`config.mk`:
```
export PLATFORM = sky130hd
export DESIGN_NAME = kamus_ctrl_seq
export DESIGN_NICKNAME = d
export VERILOG_FILES = /design/src/rtl/kamus_ctrl_seq.sv
export SDC_FILE = /design/constraint.sdc
export NUM_CORES = 1
export LEC_CHECK = 0
export CAP_MARGIN = 30
export CORE_MARGIN = 2
export CORE_UTILIZATION = 40
export DETAILED_ROUTE_END_ITERATION = 10
export MAX_ROUTING_LAYER = met4
export PLACE_DENSITY = 0.69
export SETUP_SLACK_MARGIN = 0.5
export SLEW_MARGIN = 20
export SYNTH_ARGS = -nofsm -noshare
export SYNTH_HDL_FRONTEND = slang
export SYNTH_SLANG_ARGS = --single-unit
```
`constraint.sdc`:
```
create_clock -name clk_i -period 2 [get_ports clk_i]
set_input_delay 0.4 -clock clk_i [delete_from_list [all_inputs] [get_ports clk_i]]
set_output_delay 0.4 -clock clk_i [all_outputs]
set_load 0.01 [all_outputs]
```
`src/rtl/kamus_ctrl_seq.sv`:
```
// kamus_ctrl_seq: multi-cycle control sequencer between decoder and datapath/L1D port
//   clk_i, rst_i (sync, active-high)      clock and reset
//   valid_i, op_class_i, br_taken_i       decoded instruction handshake and class
//   ready_o                               instruction accepted this cycle when valid_i
//   instr_addr_state_o                    next-PC mode (PC/B/J/HOLD)
//   wb_sel_o, regfile_wr_en_o             writeback select and regfile write strobe
//   stall_o, flush_o                      freeze fetch/decode, kill younger instructions
//   l1d_req_o, l1d_we_o, l1d_gnt_i,
//   l1d_rvalid_i                          L1D request/response
//   trap_clr_i, err_o                     leave TRAP, TRAP indicator
//   Optional: define KAMUS_CU_TIMEOUT_EN to enable the L1D timeout counter and MEM->TRAP path.
module kamus_ctrl_seq #(
    parameter int unsigned FLUSH_CYCLES = 2,
    parameter int unsigned MEM_TIMEOUT  = 15
) (
    input  logic       clk_i,
    input  logic       rst_i,
    input  logic       valid_i,
    input  logic [2:0] op_class_i,
    input  logic       br_taken_i,
    output logic       ready_o,
    output logic [1:0] instr_addr_state_o,
    output logic [1:0] wb_sel_o,
    output logic       regfile_wr_en_o,
    output logic       stall_o,
    output logic       flush_o,
    output logic       l1d_req_o,
    output logic       l1d_we_o,
    input  logic       l1d_gnt_i,
    input  logic       l1d_rvalid_i,
    input  logic       trap_clr_i,
    output logic       err_o
);
    typedef enum logic [2:0] {EXEC, MEM_REQ, MEM_WAIT, FLUSH, TRAP} state_e;
    localparam logic [1:0] PC_ST = 2'd0, B_ST = 2'd1, J_ST = 2'd2, HOLD_ST = 2'd3;
    localparam logic [1:0] ALU_RESULT = 2'd0, MEM_RESULT = 2'd1, PC_PLUS4 = 2'd2;
    localparam logic [3:0] FC = 4'(FLUSH_CYCLES);

    state_e     state_q, state_d;
    logic       is_store_q, is_store_d;
    logic [3:0] fcnt_q, fcnt_d;
    logic       tmo;
    logic       done;

`ifdef KAMUS_CU_TIMEOUT_EN
    localparam int TW = $clog2(MEM_TIMEOUT + 1);
    logic [TW-1:0] tcnt_q;
    // Counts cycles spent in MEM_REQ/MEM_WAIT; it is zero on every entry from EXEC.
    always_ff @(posedge clk_i) begin
        if (rst_i) tcnt_q <= '0;
        else tcnt_q <= (state_q == MEM_REQ || state_q == MEM_WAIT) ? tcnt_q + 1'b1 : '0;
    end
    // Asserted in the cycle whose increment makes the counter reach MEM_TIMEOUT.
    assign tmo = (state_q == MEM_REQ || state_q == MEM_WAIT) && (tcnt_q == TW'(MEM_TIMEOUT - 1));
`else
    // Without the timeout feature memory accesses wait indefinitely.
    assign tmo = (MEM_TIMEOUT == 0);
`endif

    always_ff @(posedge clk_i) begin
        if (rst_i) begin
            state_q    <= EXEC;
            is_store_q <= 1'b0;
            fcnt_q     <= '0;
        end else begin
            state_q    <= state_d;
            is_store_q <= is_store_d;
            fcnt_q     <= fcnt_d;
        end
    end

    always_comb begin
        state_d            = state_q;
        is_store_d         = is_store_q;
        fcnt_d             = fcnt_q;
        done               = 1'b0;
        ready_o            = 1'b0;
        instr_addr_state_o = PC_ST;
        wb_sel_o           = ALU_RESULT;
        regfile_wr_en_o    = 1'b0;
        stall_o            = 1'b0;
        flush_o            = 1'b0;
        l1d_req_o          = 1'b0;
        l1d_we_o           = 1'b0;
        err_o              = 1'b0;
        case (state_q)
            EXEC: begin
                ready_o = 1'b1;
                if (valid_i) begin
                    case (op_class_i)
                        3'd0: regfile_wr_en_o = 1'b1;
                        3'd1, 3'd2: begin
                            stall_o            = 1'b1;
                            instr_addr_state_o = HOLD_ST;
                            is_store_d         = (op_class_i == 3'd2);
                            state_d            = MEM_REQ;
                        end
                        3'd3: begin
                            if (br_taken_i) begin
                                instr_addr_state_o = B_ST;
                                fcnt_d             = FC;
                                state_d            = (FC == 4'd0) ? EXEC : FLUSH;
                            end
                        end
                        3'd4: begin
                            regfile_wr_en_o    = 1'b1;
                            wb_sel_o           = PC_PLUS4;
                            instr_addr_state_o = J_ST;
                            fcnt_d             = FC;
                            state_d            = (FC == 4'd0) ? EXEC : FLUSH;
                        end
                        default: begin
                            instr_addr_state_o = HOLD_ST;
                            state_d            = TRAP;
                        end
                    endcase
                end
            end
            MEM_REQ: begin
                l1d_req_o          = 1'b1;
                l1d_we_o           = is_store_q;
                stall_o            = 1'b1;
                instr_addr_state_o = HOLD_ST;
                if (l1d_gnt_i) begin
                    done            = is_store_q || l1d_rvalid_i;
                    regfile_wr_en_o = !is_store_q && l1d_rvalid_i;
                    wb_sel_o        = (!is_store_q && l1d_rvalid_i) ? MEM_RESULT : ALU_RESULT;
                    state_d         = done ? EXEC : MEM_WAIT;
                end
                // A completion in the timeout cycle retires instead of trapping.
                if (tmo && !done) state_d = TRAP;
            end
            MEM_WAIT: begin
                stall_o            = 1'b1;
                instr_addr_state_o = HOLD_ST;
                if (l1d_rvalid_i) begin
                    done            = 1'b1;
                    regfile_wr_en_o = 1'b1;
                    wb_sel_o        = MEM_RESULT;
                    state_d         = EXEC;
                end else if (tmo) begin
                    state_d = TRAP;
                end
            end
            FLUSH: begin
                flush_o = 1'b1;
                fcnt_d  = fcnt_q - 1'b1;
                if (fcnt_q <= 4'd1) state_d = EXEC;
            end
            TRAP: begin
                err_o              = 1'b1;
                instr_addr_state_o = HOLD_ST;
                if (trap_clr_i) state_d = EXEC;
            end
            default: state_d = EXEC;
        endcase
        // Outputs are forced quiet during reset so no L1D request or write leaks out.
        if (rst_i) begin
            ready_o            = 1'b0;
            instr_addr_state_o = HOLD_ST;
            wb_sel_o           = ALU_RESULT;
            regfile_wr_en_o    = 1'b0;
            stall_o            = 1'b0;
            flush_o            = 1'b0;
            l1d_req_o          = 1'b0;
            l1d_we_o           = 1'b0;
            err_o              = 1'b0;
        end
    end
endmodule

```
==> reports/summary.txt <==
OUTCOME
------------------------------------------------------------------------------------------
Status                                                                        complete, but fails checks
Violations in the final reports                                               negative setup slack

HOLD PATH
------------------------------------------------------------------------------------------
Hold_sp                                                                          fcnt_q[1]
Worst Hold End                                                                   fcnt_q[1]
Number of cells on the worst hold path                                                   1
Worst min-delay path category                                                 flop to flop

LOGIC SYNTHESIS
------------------------------------------------------------------------------------------
Flip-flop and latch count after synthesis                                                8
Post-synth top cells                                                          sky130_fd_sc_hd__dfxtp_1, sky130_fd_sc_hd__nor2_1, sky130_fd_sc_hd__a21oi_1
Top post-synthesis cells by area                                              sky130_fd_sc_hd__dfxtp_1, sky130_fd_sc_hd__nor3b_1, sky130_fd_sc_hd__xnor2_1
Fraction of registers with async set or reset after synthesis                           0%
Library cell with the largest summed area after synthesis                     sky130_fd_sc_hd__dfxtp_1
Count of flip-flops with a built-in enable after synthesis                               0
Netlist area before placement                                                      713 um2
Dominant register cell in the synthesized netlist                             sky130_fd_sc_hd__dfxtp_1
Count of warnings emitted by yosys                                                       0
Post-Syn Area per Cell                                                            7.84 um2
Syn_nets                                                                               103
Part of the Yosys area used for sequential elements                                  22.5%
Portion of synthesized cell area occupied by the leading cell type                   22.5%
Gate count of the mapped netlist                                                        91
Count of cell types in the netlist                                                      37

CTS
------------------------------------------------------------------------------------------
CTS tree                                                                             built
Clock sink count                                                                         8
Number of H-tree branching levels                                                        1
Clock edge transition at the registers on the reported setup and hold paths        0.06 ns
Number of buffers between clock root and the deepest sink                                2
Clock root buffer                                                             sky130_fd_sc_hd__clkbuf_4
Clock buffers created by TritonCTS                                                       3
Clock insertion delay at the later pin of the skew report                          0.25 ns

GRT
------------------------------------------------------------------------------------------
Remaining global-route overflow                                                          0
All-Layer GR Usage                                                                   26.8%
First-pass GRT wire length                                                         4.00 mm
Vias in the first global route                                                         890
Number of antenna violations at the first check in global routing                        0
Pin count of the biggest net entering global routing                                    16

CELLS AND AREA
------------------------------------------------------------------------------------------
Core Util, Final                                                                     87.8%
Net count of the finished layout                                                       167
Antenna cell count                                                                       0
Proportion of layout cells with a drive suffix above 1                               63.4%
Finished layout cell area                                                      0.00150 mm2
Area growth from synthesis to layout                                                  110%
Number of filler instances in the final layout                                          76

DETAILED ROUTING
------------------------------------------------------------------------------------------
Drt drc                                                                                  0
First DRT Iteration DRCs                                                                16
Vias per cell                                                                         5.62
Router iterations before antenna repair                                                  4
Detailed-route wire length per cell                                                18.3 um
Aggregate routed wire length                                                       3.26 mm
Routed Antenna Nets                                                                      0
Vias after detailed routing                                                           1000

SETUP PATH
------------------------------------------------------------------------------------------
R2R setup slack                                                                    0.11 ns
Launching element type of the critical path                                           flop
Critical path data required time                                                   1.60 ns
Maximum net fanout on the critical path                                                  2
Crit path DAT                                                                      1.69 ns
R2R depth                                                                                7
Critical Setup Path Class                                                     flop to output pin
Endpoint of the lowest-slack register-to-register path                          state_q[1]
R2R Path Start                                                                  state_q[1]
Element type at the critical path end                                           output pin

PWR
------------------------------------------------------------------------------------------
Leakage dissipation                                                               0.655 nW
Total power after layout                                                         0.00128 W
Worst-case vdd ir drop                                                            0.461 mV
Power density normalized to cell area                                           850 mW/mm2

PLACEMENT
------------------------------------------------------------------------------------------
Number of buffer cells added on primary ports                                           20
Routability cong.                                                                    0.829
Post-DP Area                                                                   0.00112 mm2
Estimated wirelength of the detail-placed design                                   1.65 mm

FLOORPLAN
------------------------------------------------------------------------------------------
Die X-Extent                                                                       46.2 um
Core area                                                                      0.00171 mm2
Starting Density                                                                     41.8%
Floorplan die height                                                               46.2 um
Site Rows                                                                               15
Floorplan die area                                                             0.00214 mm2
Top-Level Pins                                                                          21

TIMING
------------------------------------------------------------------------------------------
Crit share post-route                                                                 105%
Slew at the pin with the worst max-slew slack                                     0.319 ns
Final min period                                                                   2.09 ns
Smallest setup slack after layout                                               -0.0902 ns
Setup repair after global routing missed its margin                                   true
Max Clk Rate                                                                       478 MHz
Final slew viol count                                                                    0
Final setup viols                                                                        4
Number of hold-slack violations in the final timing report                               0
Worst setup skew after layout                                                   0.00186 ns
Worst relative slew slack                                                            78.4%

JOB
------------------------------------------------------------------------------------------
Max-cap violations                                                                       0

-- kinds of logic after synthesis --
family | Yosys count | share of synthesized area [%]
muxes | 2 | 2.98
adders and majority gates | 2 | 3.51
AOI/OAI and AO/OA | 26 | 25.4
DFF | 8 | 22.5
buffers and inverters | 9 | 6.67
and+or+nand+nor | 40 | 34.0
xor gates and xnor gates | 4 | 4.91
-- through the flow --
stage | std cells | setup slack (ns) | TNS, ns | hold WS, ns
floorplan | 91 | 0.140 | 0 | 0.463
global placement | 154 | -0.731 | -4.69 | 0.479
detailed placement | 154 | -0.746 | -4.91 | 0.488
CTS | 167 | -0.0837 | -0.229 | 0.502
global route | 178 | -0.118 | -0.355 | 0.534
finish | 178 | -0.0902 | -0.132 | 0.498
-- final cells by class --
class	count	area, um2	share of cell area (%)
repair buffers	66	553	36.9
flip-flops and latches	8	164	10.9
inverters	2	7.51	0.500
well taps	25	31.3	2.09
multi-input cells	74	722	48.1
clock buffers	3	22.5	1.50
-- critical path: stages, from the launching register on --
cell                      delay (ns)
sky130_fd_sc_hd__dfxtp_2        0.32
sky130_fd_sc_hd__or4b_4         0.55
sky130_fd_sc_hd__o32a_1         0.31
sky130_fd_sc_hd__nor2_2         0.11
sky130_fd_sc_hd__buf_2          0.13
-- placed cells by master (no fill, tap or decap), types with 3 or more instances in the layout --
cell                              netlist  routed
sky130_fd_sc_hd__a21oi_1                6       4
sky130_fd_sc_hd__dfxtp_2                0       3
sky130_fd_sc_hd__buf_2                  5      10
sky130_fd_sc_hd__nor2_2                 0       3
sky130_fd_sc_hd__buf_6                  1      14
sky130_fd_sc_hd__buf_4                  0      31
sky130_fd_sc_hd__o21a_1                 3       3
sky130_fd_sc_hd__dlygate4sd2_1          0       6
sky130_fd_sc_hd__nor2_1                 8       5
sky130_fd_sc_hd__a211oi_2               0       3
sky130_fd_sc_hd__xnor2_1                4       3
sky130_fd_sc_hd__clkdlybuf4s50_1        0       3
sky130_fd_sc_hd__dfxtp_1                8       5
sky130_fd_sc_hd__clkbuf_4               0       3
sky130_fd_sc_hd__nand2_1                3       3
sky130_fd_sc_hd__nor3b_2                0       3
-- worst max path at each step --
stage	from	to	slack, ns	depth (start not counted)
3_3_place_gp	valid_i	stall_o	-0.73	5
6_report	state_q[0]	stall_o	-0.09	4
5_1_grt	state_q[0]	stall_o	-0.12	4
2_1_floorplan	state_q[1]	stall_o	0.14	5
3_5_place_dp	valid_i	stall_o	-0.75	5
4_1_cts	state_q[0]	stall_o	-0.08	4
-- report_power, final --
part | switching (W) | internal, W | total [W]
combinational | 0.000421 | 0.000522 | 0.000943
clock | 0.0000563 | 0.0000688 | 0.000125
sequential | 0.0000224 | 0.000185 | 0.000207
-- sequential cells by signal, indices dropped and copies added, names as in the netlist --
signal / flops
fcnt_q: 4
is_store_q: 1
state_q: 3
-- per-layer routing --
metal | wire length [um] | GRT usage [%]
met4 | 87 | 2.86
met2 | 1660 | 46.1
met5 | 0 | -
met1 | 1340 | 31.9
met3 | 174 | 7.45
-- timing repair --
action / CTS / global route
setup buffers: 9 / 11
pin swaps: 20 / 11
cloned: 1 / 0
hold buffers: 0 / 0
resized for setup: 80 / 29
setup endpoints to repair: 19 / 19
(Power assumes the default switching activity.)
